`config.mk`:
```
export PLATFORM = sky130hd
export DESIGN_NAME = issueq_int_flat
export DESIGN_NICKNAME = d
export VERILOG_FILES = /design/src/rtl/issueq_int_pkg.sv /design/src/rtl/issueq_int_if.sv /design/src/rtl/issueq_entry.sv /design/src/rtl/issueq_int.sv /design/src/flat_wrapper.sv
export SDC_FILE = /design/constraint.sdc
export NUM_CORES = 1
export LEC_CHECK = 0
export CAP_MARGIN = 0
export CORE_MARGIN = 2
export CORE_UTILIZATION = 55
export DETAILED_ROUTE_END_ITERATION = 12
export PLACE_DENSITY = 0.83
export SYNTH_ARGS = -nofsm -noshare
export SYNTH_HDL_FRONTEND = slang
export SYNTH_SLANG_ARGS = --single-unit
```
`constraint.sdc`:
```
create_clock -name clk -period 6.4 [get_ports clk]
set_input_delay 1.28 -clock clk [delete_from_list [all_inputs] [get_ports clk]]
set_output_delay 1.28 -clock clk [all_outputs]
set_load 0.01 [all_outputs]
```
`src/rtl/issueq_int_pkg.sv`:
```
// rtl/issueq_int_pkg.sv - shared queue widths and entry layout
package issueq_int_pkg;
  localparam int ISSUEQ_INT_DEPTH = 4;
  localparam int TAG_W = 6;
  localparam int DATA_W = 32;
  localparam int OPC_W = 6;

  // Canonical packed entry image, MSB first; the LS/mult/div queues reuse this layout.
  typedef struct packed {
    logic              valid;
    logic [OPC_W-1:0]  opcode;
    logic [DATA_W-1:0] rsdata;
    logic [TAG_W-1:0]  rstag;
    logic              rsvalid;
    logic [DATA_W-1:0] rtdata;
    logic [TAG_W-1:0]  rttag;
    logic              rtvalid;
    logic [TAG_W-1:0]  rdtag;
  } iq_entry_t;
endpackage

```
`src/rtl/issueq_int_if.sv`:
```
// rtl/issueq_int_if.sv - dispatch, CDB and issue signals of the integer issue queue
interface issueq_int_if
  import issueq_int_pkg::*;
#(
  parameter int TAGW  = TAG_W,
  parameter int DATAW = DATA_W
);
  logic             dispatch_int_en;
  logic [OPC_W-1:0] dispatch_opcode;
  logic [DATAW-1:0] dispatch_rsdata;
  logic [TAGW-1:0]  dispatch_rstag;
  logic             dispatch_rsvalid;
  logic [DATAW-1:0] dispatch_rtdata;
  logic [TAGW-1:0]  dispatch_rttag;
  logic             dispatch_rtvalid;
  logic [TAGW-1:0]  dispatch_rdtag;
  logic             issueq_int_full;
  logic             cdb_valid;
  logic [TAGW-1:0]  cdb_tag;
  logic [DATAW-1:0] cdb_data;
  logic             issueint_ready;
  logic [OPC_W-1:0] issueint_opcode;
  logic [DATAW-1:0] issueint_rsdata;
  logic [DATAW-1:0] issueint_rtdata;
  logic [TAGW-1:0]  issueint_rdtag;
  logic             issueint_equeueint_done;

  modport master (
    output dispatch_int_en, dispatch_opcode, dispatch_rsdata, dispatch_rstag, dispatch_rsvalid,
           dispatch_rtdata, dispatch_rttag, dispatch_rtvalid, dispatch_rdtag,
           cdb_valid, cdb_tag, cdb_data, issueint_equeueint_done,
    input  issueq_int_full, issueint_ready, issueint_opcode, issueint_rsdata,
           issueint_rtdata, issueint_rdtag
  );

  modport slave (
    input  dispatch_int_en, dispatch_opcode, dispatch_rsdata, dispatch_rstag, dispatch_rsvalid,
           dispatch_rtdata, dispatch_rttag, dispatch_rtvalid, dispatch_rdtag,
           cdb_valid, cdb_tag, cdb_data, issueint_equeueint_done,
    output issueq_int_full, issueint_ready, issueint_opcode, issueint_rsdata,
           issueint_rtdata, issueint_rdtag
  );
endinterface

```
`src/rtl/issueq_entry.sv`:
```
// rtl/issueq_entry.sv - per-entry CDB tag match and operand capture
module issueq_entry
  import issueq_int_pkg::*;
#(
  parameter int TAGW  = TAG_W,
  parameter int DATAW = DATA_W
) (
  input  logic             valid,
  input  logic [DATAW-1:0] rsdata_in,
  input  logic [TAGW-1:0]  rstag,
  input  logic             rsvalid_in,
  input  logic [DATAW-1:0] rtdata_in,
  input  logic [TAGW-1:0]  rttag,
  input  logic             rtvalid_in,
  input  logic             cdb_valid,
  input  logic [TAGW-1:0]  cdb_tag,
  input  logic [DATAW-1:0] cdb_data,
  output logic [DATAW-1:0] rsdata_out,
  output logic             rsvalid_out,
  output logic [DATAW-1:0] rtdata_out,
  output logic             rtvalid_out
);
  logic rs_hit;
  logic rt_hit;

  assign rs_hit      = valid & ~rsvalid_in & cdb_valid & (rstag == cdb_tag);
  assign rt_hit      = valid & ~rtvalid_in & cdb_valid & (rttag == cdb_tag);
  assign rsvalid_out = rsvalid_in | rs_hit;
  assign rtvalid_out = rtvalid_in | rt_hit;
  assign rsdata_out  = rs_hit ? cdb_data : rsdata_in;
  assign rtdata_out  = rt_hit ? cdb_data : rtdata_in;
endmodule

```
`src/rtl/issueq_int.sv`:
```
// rtl/issueq_int.sv - compacting integer issue queue with CDB wakeup and oldest-ready select
module issueq_int
  import issueq_int_pkg::*;
#(
  parameter int DEPTH = ISSUEQ_INT_DEPTH,
  parameter int TAGW  = TAG_W,
  parameter int DATAW = DATA_W
) (
  input  logic        clk,
  input  logic        reset,
  input  logic        flush,
  issueq_int_if.slave io
);
  localparam int IW = (DEPTH > 1) ? $clog2(DEPTH) : 1;
  localparam int CW = $clog2(DEPTH + 1);

  logic [CW-1:0]    count;
  logic             q_valid   [DEPTH];
  logic [OPC_W-1:0] q_opcode  [DEPTH];
  logic [DATAW-1:0] q_rsdata  [DEPTH];
  logic [TAGW-1:0]  q_rstag   [DEPTH];
  logic             q_rsvalid [DEPTH];
  logic [DATAW-1:0] q_rtdata  [DEPTH];
  logic [TAGW-1:0]  q_rttag   [DEPTH];
  logic             q_rtvalid [DEPTH];
  logic [TAGW-1:0]  q_rdtag   [DEPTH];

  // Post-shift / post-dispatch image, before wakeup.
  logic             s_valid   [DEPTH];
  logic [OPC_W-1:0] s_opcode  [DEPTH];
  logic [DATAW-1:0] s_rsdata  [DEPTH];
  logic [TAGW-1:0]  s_rstag   [DEPTH];
  logic             s_rsvalid [DEPTH];
  logic [DATAW-1:0] s_rtdata  [DEPTH];
  logic [TAGW-1:0]  s_rttag   [DEPTH];
  logic             s_rtvalid [DEPTH];
  logic [TAGW-1:0]  s_rdtag   [DEPTH];

  logic [DATAW-1:0] w_rsdata  [DEPTH];
  logic             w_rsvalid [DEPTH];
  logic [DATAW-1:0] w_rtdata  [DEPTH];
  logic             w_rtvalid [DEPTH];

  logic          sel_found;
  logic [IW-1:0] sel_idx;
  logic          full;
  logic          issue;
  logic          accept;
  logic [CW-1:0] wr_slot;

  always_comb begin
    sel_found = 1'b0;
    sel_idx   = '0;
    for (int i = DEPTH - 1; i >= 0; i--) begin
      if (q_valid[i] && q_rsvalid[i] && q_rtvalid[i]) begin
        sel_found = 1'b1;
        sel_idx   = IW'(i);
      end
    end
  end

  assign full    = (count == CW'(DEPTH));
  assign issue   = sel_found & io.issueint_equeueint_done;
  assign accept  = io.dispatch_int_en & ~full & ~flush;
  assign wr_slot = count - CW'(issue);

  always_comb begin
    for (int i = 0; i < DEPTH; i++) begin
      if (issue && i >= int'(sel_idx)) begin
        s_valid[i]   = (i < DEPTH - 1) ? q_valid[(i + 1) % DEPTH] : 1'b0;
        s_opcode[i]  = q_opcode[(i + 1) % DEPTH];
        s_rsdata[i]  = q_rsdata[(i + 1) % DEPTH];
        s_rstag[i]   = q_rstag[(i + 1) % DEPTH];
        s_rsvalid[i] = q_rsvalid[(i + 1) % DEPTH];
        s_rtdata[i]  = q_rtdata[(i + 1) % DEPTH];
        s_rttag[i]   = q_rttag[(i + 1) % DEPTH];
        s_rtvalid[i] = q_rtvalid[(i + 1) % DEPTH];
        s_rdtag[i]   = q_rdtag[(i + 1) % DEPTH];
      end else begin
        s_valid[i]   = q_valid[i];
        s_opcode[i]  = q_opcode[i];
        s_rsdata[i]  = q_rsdata[i];
        s_rstag[i]   = q_rstag[i];
        s_rsvalid[i] = q_rsvalid[i];
        s_rtdata[i]  = q_rtdata[i];
        s_rttag[i]   = q_rttag[i];
        s_rtvalid[i] = q_rtvalid[i];
        s_rdtag[i]   = q_rdtag[i];
      end
      if (accept && CW'(i) == wr_slot) begin
        s_valid[i]   = 1'b1;
        s_opcode[i]  = io.dispatch_opcode;
        s_rsdata[i]  = io.dispatch_rsdata;
        s_rstag[i]   = io.dispatch_rstag;
        s_rsvalid[i] = io.dispatch_rsvalid;
        s_rtdata[i]  = io.dispatch_rtdata;
        s_rttag[i]   = io.dispatch_rttag;
        s_rtvalid[i] = io.dispatch_rtvalid;
        s_rdtag[i]   = io.dispatch_rdtag;
      end
    end
  end

  // Wakeup acts on the post-shift image, so the dispatch slot gets CDB bypass for free.
  for (genvar g = 0; g < DEPTH; g++) begin : g_ent
    issueq_entry #(.TAGW(TAGW), .DATAW(DATAW)) u_ent (
      .valid       (s_valid[g]),
      .rsdata_in   (s_rsdata[g]),
      .rstag       (s_rstag[g]),
      .rsvalid_in  (s_rsvalid[g]),
      .rtdata_in   (s_rtdata[g]),
      .rttag       (s_rttag[g]),
      .rtvalid_in  (s_rtvalid[g]),
      .cdb_valid   (io.cdb_valid),
      .cdb_tag     (io.cdb_tag),
      .cdb_data    (io.cdb_data),
      .rsdata_out  (w_rsdata[g]),
      .rsvalid_out (w_rsvalid[g]),
      .rtdata_out  (w_rtdata[g]),
      .rtvalid_out (w_rtvalid[g])
    );
  end

  always_ff @(posedge clk or negedge reset) begin
    if (!reset) begin
      count <= '0;
      for (int i = 0; i < DEPTH; i++) begin
        q_valid[i]   <= 1'b0;
        q_opcode[i]  <= '0;
        q_rsdata[i]  <= '0;
        q_rstag[i]   <= '0;
        q_rsvalid[i] <= 1'b0;
        q_rtdata[i]  <= '0;
        q_rttag[i]   <= '0;
        q_rtvalid[i] <= 1'b0;
        q_rdtag[i]   <= '0;
      end
    end else if (flush) begin
      count <= '0;
      for (int i = 0; i < DEPTH; i++) q_valid[i] <= 1'b0;
    end else begin
      count <= count - CW'(issue) + CW'(accept);
      for (int i = 0; i < DEPTH; i++) begin
        q_valid[i]   <= s_valid[i];
        q_opcode[i]  <= s_opcode[i];
        q_rsdata[i]  <= w_rsdata[i];
        q_rstag[i]   <= s_rstag[i];
        q_rsvalid[i] <= w_rsvalid[i];
        q_rtdata[i]  <= w_rtdata[i];
        q_rttag[i]   <= s_rttag[i];
        q_rtvalid[i] <= w_rtvalid[i];
        q_rdtag[i]   <= s_rdtag[i];
      end
    end
  end

  assign io.issueq_int_full = full;
  assign io.issueint_ready  = sel_found;
  assign io.issueint_opcode = sel_found ? q_opcode[sel_idx] : '0;
  assign io.issueint_rsdata = sel_found ? q_rsdata[sel_idx] : '0;
  assign io.issueint_rtdata = sel_found ? q_rtdata[sel_idx] : '0;
  assign io.issueint_rdtag  = sel_found ? q_rdtag[sel_idx] : '0;
endmodule

```
`src/flat_wrapper.sv`:
```
// flat-port wrapper written by rule: the top's interface ports become plain ports
module issueq_int_flat import issueq_int_pkg::*;
#(
  parameter int DEPTH = ISSUEQ_INT_DEPTH,
  parameter int TAGW  = TAG_W,
  parameter int DATAW = DATA_W
)
  (clk, reset, flush, io_dispatch_int_en, io_dispatch_opcode, io_dispatch_rsdata, io_dispatch_rstag, io_dispatch_rsvalid, io_dispatch_rtdata, io_dispatch_rttag, io_dispatch_rtvalid, io_dispatch_rdtag, io_cdb_valid, io_cdb_tag, io_cdb_data, io_issueint_equeueint_done, io_issueq_int_full, io_issueint_ready, io_issueint_opcode, io_issueint_rsdata, io_issueint_rtdata, io_issueint_rdtag);
  issueq_int_if #(.TAGW(TAGW), .DATAW(DATAW)) io_i ();
  input  logic clk;
  input  logic reset;
  input  logic flush;
  input wire logic [$bits(io_i.dispatch_int_en)-1:0] io_dispatch_int_en;
  input wire logic [$bits(io_i.dispatch_opcode)-1:0] io_dispatch_opcode;
  input wire logic [$bits(io_i.dispatch_rsdata)-1:0] io_dispatch_rsdata;
  input wire logic [$bits(io_i.dispatch_rstag)-1:0] io_dispatch_rstag;
  input wire logic [$bits(io_i.dispatch_rsvalid)-1:0] io_dispatch_rsvalid;
  input wire logic [$bits(io_i.dispatch_rtdata)-1:0] io_dispatch_rtdata;
  input wire logic [$bits(io_i.dispatch_rttag)-1:0] io_dispatch_rttag;
  input wire logic [$bits(io_i.dispatch_rtvalid)-1:0] io_dispatch_rtvalid;
  input wire logic [$bits(io_i.dispatch_rdtag)-1:0] io_dispatch_rdtag;
  input wire logic [$bits(io_i.cdb_valid)-1:0] io_cdb_valid;
  input wire logic [$bits(io_i.cdb_tag)-1:0] io_cdb_tag;
  input wire logic [$bits(io_i.cdb_data)-1:0] io_cdb_data;
  input wire logic [$bits(io_i.issueint_equeueint_done)-1:0] io_issueint_equeueint_done;
  output wire logic [$bits(io_i.issueq_int_full)-1:0] io_issueq_int_full;
  output wire logic [$bits(io_i.issueint_ready)-1:0] io_issueint_ready;
  output wire logic [$bits(io_i.issueint_opcode)-1:0] io_issueint_opcode;
  output wire logic [$bits(io_i.issueint_rsdata)-1:0] io_issueint_rsdata;
  output wire logic [$bits(io_i.issueint_rtdata)-1:0] io_issueint_rtdata;
  output wire logic [$bits(io_i.issueint_rdtag)-1:0] io_issueint_rdtag;
  assign io_i.dispatch_int_en = io_dispatch_int_en;
  assign io_i.dispatch_opcode = io_dispatch_opcode;
  assign io_i.dispatch_rsdata = io_dispatch_rsdata;
  assign io_i.dispatch_rstag = io_dispatch_rstag;
  assign io_i.dispatch_rsvalid = io_dispatch_rsvalid;
  assign io_i.dispatch_rtdata = io_dispatch_rtdata;
  assign io_i.dispatch_rttag = io_dispatch_rttag;
  assign io_i.dispatch_rtvalid = io_dispatch_rtvalid;
  assign io_i.dispatch_rdtag = io_dispatch_rdtag;
  assign io_i.cdb_valid = io_cdb_valid;
  assign io_i.cdb_tag = io_cdb_tag;
  assign io_i.cdb_data = io_cdb_data;
  assign io_i.issueint_equeueint_done = io_issueint_equeueint_done;
  assign io_issueq_int_full = io_i.issueq_int_full;
  assign io_issueint_ready = io_i.issueint_ready;
  assign io_issueint_opcode = io_i.issueint_opcode;
  assign io_issueint_rsdata = io_i.issueint_rsdata;
  assign io_issueint_rtdata = io_i.issueint_rtdata;
  assign io_issueint_rdtag = io_i.issueint_rdtag;
  issueq_int #(.DEPTH(DEPTH), .TAGW(TAGW), .DATAW(DATAW)) u_core (.clk(clk), .reset(reset), .flush(flush), .io(io_i));
endmodule
```
# --- Word level (Yosys, flattened, before mapping) ---
# Index checks and enable logic that the tools add are counted.
op_classes:
  bitwise: 46
  eq_ne: 12
  shifts: 0
  order_cmp: 4
  muxes: 106
  n_div: 0
  n_reduce_logical: 40
  n_addsub: 2
  multipliers: 0
ops:
  columns: ["operator", "n"]
  rows:
  - ["2-to-1 mux 32 bit", 30]
  - ["2-to-1 mux 6 bit", 38]
  - ["binary-select mux 32 bit (select 2 bit)", 2]
  - ["== test 6 bit", 8]
  - ["2-to-1 mux 1 bit", 28]
  - ["AND 1 bit", 27]
  - ["binary-select mux 6 bit (select 2 bit)", 2]
  - ["AND reduction 2 bit", 12]
  - ["nonzero test 3 bit", 8]
  - ["logical AND 1 bit", 15]
  - ["inverter 1 bit", 10]
  - ["2-to-1 mux 2 bit", 4]
  - ["OR 1 bit", 8]
  - ["nonzero test 2 bit", 4]
  - ["== test 2 x 3 -> 1 bit, first input constant", 2]
  - ["greater-or-equal comparator 1 x 2 -> 1 bit, first input constant", 2]
  - ["2-to-1 mux 4 bit", 1]
  - ["adder 3 x 1 -> 3 bit", 1]
  - ["== test 1 x 3 -> 1 bit, first input constant", 1]
  - ["== test 3 bit, second input constant", 1]
  - ["greater-or-equal comparator 3 bit, second input constant", 1]
  - ["zero test 3 bit", 1]
  - ["2-to-1 mux 3 bit", 1]
  - ["inverter 2 -> 3 bit", 1]
  - ["other kinds (2)", 2]
totals:
  latchBits: 0
  register_bits: 367
  out_inout_bits: 78
  n_memories: 0
  ramBits: 0
  wordCells: 247
  in_bits: 134
  mem_bits_ro: 0

# --- Longest topological paths before layout ---
# Gate-level depths: netlist of the first run.
depth:
  word_depth: 17
  mapped_depth: 22
  mapped_depth_nobuf: 13

# --- Cells and area by module ---
# A second synthesis of the first run with hierarchy kept.
hier_totals:
  cells_unflattened: 3125
  area_unflattened_um2: 28488.6
by_module_without_submodules:
  columns: ["module", "area_per_inst_um2", "cells_each", "seq_area_each_um2", "instances"]
  rows:
  - ["issueq_int", 23759.0, 2761, 9183.8, 1]
  - ["issueq_entry", 1182.4, 91, 0.0, 4]

# --- Least setup slack after synthesis of the first run ---
# No wires, ideal clock.
synth_timing:
  path_kind: "in2reg"
  startpoint: "in io_issueint_equeueint_done"
  endpoint: "reg u_core.q_rsdata[11] in the netlist's numbering"
  required_ns: 6.277
  n_path_buf: 7
  path_stages: 20
  path_slack_ns: 0.801
  arrival_ns: 5.476
  setup_time_ns: 0.123
  cell_sequence: "buf_2 inv_1 a41o_1 clkbuf_1 clkbuf_1 nor2_1 ha_1 or3b_1 a21oi_1 buf_2 buf_2 nand3_1 a21o_1 and3_1 nor4b_1 nand3_1 or2_1 clkbuf_1 clkbuf_1 o221a_2"
synth_between:
  elab_chain_len: 11
  elab_cells_between_ends: 19
  classes_between: "add/sub: 1; eq/ne: 2; mux: 8; bitwise: 5; reduce/logical: 3"
synth_lines:
  columns: ["item", "line", "text"]
  rows:
  - ["from (decl)", "flat_wrapper.sv:25", "input wire logic [$bits(io_i.issueint_equeueint_done)-1:0] io_issueint_equeueint_done;"]
  - ["AND 1 bit (*)", "issueq_int.sv:63", "assign issue = sel_found & io.issueint_equeueint_done;"]
  - ["subtractor 3 x 1 -> 3 bit", "issueq_int.sv:65", "assign wr_slot = count - CW'(issue);"]
  - ["== test 2 x 3 -> 1 bit", "issueq_int.sv:90", "if (accept && CW'(i) == wr_slot) begin"]
  - ["logical AND 1 bit", "issueq_int.sv:90", null]
  - ["2-to-1 mux 1 bit", "issueq_int.sv:90", null]
  - ["inverter 1 bit", "issueq_entry.sv:26", "assign rs_hit = valid & ~rsvalid_in & cdb_valid & (rstag == cdb_tag);"]
  - ["AND 1 bit (3 in series)", "issueq_entry.sv:26", null]
  - ["nonzero test 3 bit (no source line)", null, null]
  - ["AND reduction 2 bit (no source line)", null, null]
  - ["to (signal, indexed assignment)", "issueq_int.sv:146", "q_rsdata[i] <= w_rsdata[i];"]
  - ["to (decl)", "issueq_int.sv:20", "logic [DATAW-1:0] q_rsdata [DEPTH];"]
# Every way passes the cells marked *; elsewhere a longest branch is shown, timed or not.
# A chain may end at the register's enable or synchronous reset.

# --- Worst setup path after layout of the first run ---
layout_timing:
  startpoint: "in io_issueint_equeueint_done"
  endpoint: "reg u_core.q_rtdata[14] in the netlist's numbering"
layout_between:
  elab_chain_len: 11
  elab_cells_between_ends: 19
  classes_between: "add/sub: 1; eq/ne: 2; mux: 8; bitwise: 5; reduce/logical: 3"
layout_lines:
  columns: ["item", "line", "text"]
  rows:
  - ["AND 1 bit (*)", "issueq_int.sv:63", null]
  - ["subtractor 3 x 1 -> 3 bit", "issueq_int.sv:65", null]
  - ["== test 2 x 3 -> 1 bit", "issueq_int.sv:90", null]
  - ["logical AND 1 bit", "issueq_int.sv:90", null]
  - ["2-to-1 mux 1 bit", "issueq_int.sv:90", null]
  - ["inverter 1 bit", "issueq_entry.sv:27", "assign rt_hit = valid & ~rtvalid_in & cdb_valid & (rttag == cdb_tag);"]
  - ["AND 1 bit (3 in series)", "issueq_entry.sv:27", null]
  - ["nonzero test 3 bit (no source line)", null, null]
  - ["AND reduction 2 bit (no source line)", null, null]
  - ["to (signal, indexed assignment)", "issueq_int.sv:149", "q_rtdata[i] <= w_rtdata[i];"]
  - ["to (decl)", "issueq_int.sv:23", "logic [DATAW-1:0] q_rtdata [DEPTH];"]
# Marks and branches as above.

==> run summary, run 1 <==
status: complete, but fails checks
failing checks: design-rule violations
first-pass GRT wire length: 137 mm
Crit Path Category: input pin to register
Synth Area in XOR/XNOR: 0.957%
CTS tree: yes
clock latency on the worst-skew pair: 610 ps
pwr/cell area: 389 nW/um^2
CP Launch Type: input pin
multiplexer share of the synthesized area: 13.0%
FMAX: 177 MHz
Post-DP HPWL: 53.4 mm
filler cell count in the final layout: 3,331
final wirelength: 88.9 mm
Fin Setup TNS: 0 ps
post-route insts no fill: 3,219
Primary FF master, synth: dfrtp_1
leak pwr: 0.0107 uW
final setup fails: 0
Vias per Instance: 7.41
slowest library cell on the worst path: or2_2
I/O Pins: 212
Synth area leader: dfrtp_1
most numerous cell in the Yosys netlist: nand2_1
CP Capture Type: register
clock slew at reported path FFs: 60 ps
Clock Path Buffers: 3
routed len/inst: 27.6 um
Cells after DPL: 3,143
largest net degree at the start of global routing: 169
Min Hold Slack: 520 ps
adder-cell share of the synthesized area: 0.106%
Async SR Flop Fraction: 100%
Die X: 211 um
min-delay worst type: register to register
Site Rows: 76
H-Tree Depth: 2
post-CTS setup repair buffer count: 0
total core area: 42,800 um^2
Post-Synth Simple-Gate Area: 20.2%
full die area: 44,700 um^2
total gr overflow: 0
total iterations of the first detailed-routing run: 11
Clk Tree Root Cell: clkbuf_16
post-layout minimum cycle time: 5660 ps
WP data arrival: 6130 ps
Gate Count Post-Synth: 2,592
vias in the first global route: 24,000
min-delay src: u_core.q_rdtag[4]
drt first-iter violations: 3,826
Area Growth Syn to Fin: 16.4%
post-route ant nets: 0
worst slack at placement: 200 ps
Avg Inst Size Synth: 9.13 um^2
Maximum Capacitance Violations: 0
skew final: 37.8 ps
Seq cells post-synth: 367
critical path's largest stage delay: 680 ps
Fin. Hold Viols: 0
Synth top area share: 38.8%
DR vias: 23,800
multi-input logic area: 13,200 um^2
total global-route track usage: 39.6%
post-synth cell types: 75
nets: 2,777
Syn Nets: 2,728
launch point of the worst reg-to-reg path: u_core.q_valid[1]
commonest cells in the netlist: nand2_1 (454), dfrtp_1 (367), clkbuf_1 (193), mux2i_1 (129), nor3_1 (128)
Slew Viols, Final: 0
worst-path cell chain: clkdlybuf4s50_1, inv_1, a41o_1, nor2_1, ha_1, or3b_1, a211oi_1, mux2i_4, buf_4, mux2i_1, xor2_1, o211a_1, nand4_1, or2_2, o221a_2
die height: 211 um
Power, Total: 10,700 uW
Num CTS Buffers: 42
relative slew slack: 23.7%
part of the cycle the worst path needs: 88.4%
initial antenna violation count: 2
TritonCTS Sinks: 367
Yosys warnings: 0
# resized after CTS: 0
fraction of layout cells with a size suffix above 1: 13.8%
Sequential Area: 9180 um^2
sequential-to-total area share from yosys stat: 38.8%
post-route setup slack: 744 ps
RSZ-0062 raised after global routing: no
number of synthesized flops with an enable pin: 0
Crit Path Max Fanout: 32
DRC viols: 1
cts hold-fix bufs: 0
CP Launch Point: io_issueint_equeueint_done
largest family of logic cells by synthesized area: compound AO/OA/AOI/OAI gates
Peak VDD IR: 211 uV
Critical Path RT: 6880 ps
GPL Wtd Cong: 0.990
Synth Area in Compound Gates: 20.7%
Synth Cell Area: 23,700 um^2
Starting Density: 55.3%
number of port buffers: 211
most area-consuming cells after synthesis: dfrtp_1 (39%), mux4_2 (7.2%), nand2_1 (7.2%)
worst-margin pin slew: 1140 ps
==> sequential cells by signal (all words and copies together) (netlist names) <==
signal            flops
u_core.q_rtvalid      4
u_core.q_rttag       24
u_core.q_rdtag       24
u_core.count          3
u_core.q_opcode      24
u_core.q_rstag       24
u_core.q_valid        4
u_core.q_rsdata     128
u_core.q_rtdata     128
u_core.q_rsvalid      4
==> per-stage QoR <==
step / util [%] / instance area (um^2)
floorplan: - / 23700
global placement: 61.3 / 26200
detailed placement: 61.3 / 26200
CTS: 64.4 / 27500
global route: 64.4 / 27600
finish: 64.4 / 27600
==> metal layers <==
layer  share of wire (%)  wire, um  vias to the layer above  GRT usage, %
met5                   0         0                        -             0
li1                    -         -                     9732             -
met2                  44     39200                     2226          58.9
met1                  35     31100                    11400          51.4
met3                  14     12800                      450          11.0
met4                 6.6      5830                        0          24.3
==> critical path, delay by kind of cell <==
family                     cells  cell delay [ps]
AOI/OAI and AO/OA              4             1370
xor gates and xnor gates       1              180
adders and majority gates      1              290
buffers and inverters          3              970
muxes                          2              560
and+or+nand+nor                4             1460
==> final timing paths <==
| path | to | slack [ps] | cells after the start |
|---|---|---|---|
| worst max register to register | u_core.q_rtdata[14] | 1190 | 14 |
| worst min-delay path | u_core.q_rdtag[4] | 520 | 2 |
| worst min register to register | u_core.q_rdtag[4] | 520 | 2 |
| worst max-delay path | u_core.q_rtdata[14] | 740 | 15 |
| max in group asynchronous | u_core.q_rdtag[12] | 4280 | 2 |
| min in group asynchronous | u_core.q_rsdata[113] | 680 | 1 |
==> power breakdown <==
group	leakage, uW	total, uW	switching [uW]	internal, uW
clock	0.000647	2400	1040	1360
combinational	0.00551	3830	1840	1990
sequential	0.00456	4500	1060	3440
==> kinds of logic after synthesis <==
logic type / count (synthesis)
flops: 367
simple gates: 1024
compound gates: 587
mux: 212
fa+ha+maj: 2
buf+inv: 375
xor+xnor: 25
==> placed cells by master, fill, tap and decap left out, types with 17 or more instances in the layout <==
master,count
a21oi_1,37
a221o_1,97
a221oi_1,41
a22oi_1,35
a31oi_1,46
and2_1,87
buf_4,83
clkbuf_16,42
clkdlybuf4s50_1,209
dfrtp_1,367
inv_1,79
mux2i_1,128
mux4_2,76
nand2_1,452
nand3_1,81
nand4_1,70
nor2_1,116
nor3_1,128
o2111ai_1,34
o21ai_0,80
o221a_1,34
o221a_2,94
or3_1,17
==> area by class of cell <==
type                            instances  area share (%)
Clock inverter                         11           0.527
Multi-Input combinational cell       1850            48.0
Timing Repair Buffer                  298            10.3
Antenna cell                            2          0.0182
Clock buffer                           63            4.28
Tap cell                              546            2.48
Inverter                               82            1.12
Sequential cell                       367            33.3
(Power assumes the default switching activity.)
==> run 2: changes to the inputs <==
ABC_AREA = 1   (was not set)
CORE_MARGIN = not set   (was 2)
PLACE_DENSITY = 0.82   (was 0.83)
==> run 2 against run 1 <==
  * The flow now finishes without violations
  * Register-to-register slack lost 20 ps
  * Flip-flop and latch count unchanged
  * Sequential power decreased by 14%
  * Sequential share of layout area down 2.5 points
  * Wire length up 15%
  * Non-clock buffer count grew 4
  * Clock-buffer cell count is 1 lower
  * Hold slack lost 33 ps
  * Cell count up 52%
  * Via count increased by 28%
  * Power grew 7.8%
  * Critical endpoint is now io_issueint_rtdata[21]
  * Largest cell class unchanged
==> run summary, run 2 <==
status: finished, final reports clean
Yosys warnings: 0
Synth top area share: 34.8%
Die X: 221 um
RSZ-0062 raised after global routing: no
first-pass GRT wire length: 161 mm
# resized after CTS: 0
biggest regs: u_core.q_rsdata x128, u_core.q_rtdata x128
worst-path cell chain: nand3_1, nand2_2, inv_2, nand2_4, inv_1, nor2_4, buf_4, nand2_1, a31oi_1, clkdlybuf4s50_1
full die area: 48,800 um^2
Synth Cell Area: 26,400 um^2
relative slew slack: 24.6%
pwr/cell area: 388 nW/um^2
most area-consuming cells after synthesis: dfrtp_1 (35%), nand2_1 (26%), nand3_1 (11%)
Synth Area in XOR/XNOR: 0.128%
fraction of layout cells with a size suffix above 1: 5.26%
routing usage on met2: 62.2%
clock slew at reported path FFs: 60 ps
Num CTS Buffers: 43
Site Rows: 79
total iterations of the first detailed-routing run: 10
met3 usage: 14.2%
number of port buffers: 211
Cells after DPL: 4,825
Avg Inst Size Synth: 6.17 um^2
drt first-iter violations: 4,571
Synth Area in Compound Gates: 12.6%
most frequent cells in the layout: nand2_1 (1,830), nand3_1 (565), o21ai_0 (455)
post-CTS setup repair buffer count: 0
Post-Synth Simple-Gate Area: 43.4%
routed len/inst: 20.9 um
Gate power share: 45.4%
H-Tree Depth: 2
min-delay worst type: register to register
final setup fails: 0
Async SR Flop Fraction: 100%
commonest cells in the netlist: nand2_1 (1,832), nand3_1 (565), o21ai_0 (455), dfrtp_1 (367), inv_1 (187)
CP Launch Type: register
Fin Setup TNS: 0 ps
part of the cycle the worst path needs: 94.4%
power share of the sequential group: 33.6%
worst r2r path cells: 24
FMAX: 165 MHz
skew final: 28.6 ps
adder-cell share of the synthesized area: 0.0949%
CTS tree: yes
I/O Pins: 212
Gate Count Post-Synth: 4,276
Peak VDD IR: 265 uV
most numerous cell in the Yosys netlist: nand2_1
cts hold-fix bufs: 0
TritonCTS Sinks: 367
Clock Path Buffers: 3
Starting Density: 56.2%
post-route ant nets: 0
Min-Delay Path Depth: 2
Primary FF master, synth: dfrtp_1
DRC viols: 0
total core area: 47,000 um^2
critical path's largest stage delay: 850 ps
largest family of logic cells by synthesized area: simple AND/OR/NAND/NOR gates
sequential-to-total area share from yosys stat: 34.8%
initial antenna violation count: 0
post-route insts no fill: 4,902
Area Growth Syn to Fin: 12.9%
Crit Path Category: register to output pin
Switching Fraction: 45.7%
Pint: 6280 uW
switching pwr: 5280 uW
post-synth cell types: 33
worst-margin pin slew: 1130 ps
final wirelength: 102 mm
Crit Path Max Fanout: 29
multiplexer share of the synthesized area: 0%
CP Capture Type: output pin
Vias per Instance: 6.22
Fin. Hold Viols: 0
clock power share: 21.1%
Post-DP HPWL: 62.0 mm
DR vias: 30,500
Syn Nets: 4,412
largest net degree at the start of global routing: 162
most common cell after layout, fill and taps aside: nand2_1
clock latency on the worst-skew pair: 590 ps
Clk Tree Root Cell: clkbuf_16
leak pwr: 0.0147 uW
WP data arrival: 4760 ps
total global-route track usage: 41.3%
vias in the first global route: 28,800
die height: 221 um
post-layout minimum cycle time: 6040 ps
Maximum Capacitance Violations: 0
total gr overflow: 0
GPL Wtd Cong: 1.01
GRT busiest layer: met2
nets: 4,399
number of synthesized flops with an enable pin: 0
slowest library cell on the worst path: nor2_4
Synth area leader: dfrtp_1
Critical Path RT: 5120 ps
GRT met1 Usage: 51.1%
Slew Viols, Final: 0
Seq cells post-synth: 367
run 2: cell type report:
cell class                 instances  area (um^2)
tap                              607          759
clock inverter                    13          130
clock buffer                      62         1200
antenna                            2         5.00
sequential                       367         9180
multi-input combinational       3351        14900
timing repair buffer             302         2880
inverter                         198          743
fill                            4368        17200
run 2: worst max-delay path: cells and delay by family (launching register included):
| kind | cells | cell delay, ps |
|---|---|---|
| AND/OR/NAND/NOR | 5 | 1690 |
| flip-flops | 1 | 450 |
| AO/OA/AOI/OAI | 1 | 550 |
| buffers and inverters | 4 | 1440 |
run 2: path summary, 6_finish.rpt:
check	slack (ps)	to	start
setup reg to reg	1170	u_core.q_rtdata[8]	u_core.q_rtvalid[3]
hold reg to reg	490	u_core.q_rstag[17]	u_core.q_rstag[17]
hold / removal	490	u_core.q_rstag[17]	u_core.q_rstag[17]
max in group asynchronous	4260	u_core.q_rsdata[59]	reset
setup / recovery	360	io_issueint_rtdata[21]	u_core.q_rtvalid[3]
min in group asynchronous	660	u_core.q_opcode[23]	reset
run 2: metrics by stage:
stage	power [uW]	instance area, um^2	hold WS [ps]	worst slack [ps]	util, %
6_report	11600	29800	486	356	63.4
5_1_grt	12300	29800	508	297	63.4
4_1_cts	11400	29800	492	743	63.4
3_5_place_dp	8920	28400	478	390	60.6
3_3_place_gp	8810	28400	467	499	60.6
2_1_floorplan	7410	26400	453	2420	-
run 2: routing by layer:
layer	wire [um]	vias to the layer above	share of wire (%)
met4	6530	0	6.4
li1	-	13900	-
met5	0	-	0
met1	37300	13700	36
met2	43700	2330	43
met3	14800	523	14
run 2: power by group through the flow:
stage	registers [uW]	clock network, uW	logic, uW
floorplan	3690	0	3720
global placement	3860	0	4950
detailed placement	3870	0	5050
CTS	3840	2430	5090
global route	3980	2520	5820
finish	3880	2440	5250
run 2: kinds of logic (layout without fill, tap and decap cells):
logic type	count (synthesis)	after routing
xor gates and xnor gates	3	3
adders and majority gates	2	2
buffers and inverters	558	575
other	0	2
and+or+nand+nor	2726	2726
AOI/OAI and AO/OA	620	620
DFF	367	367
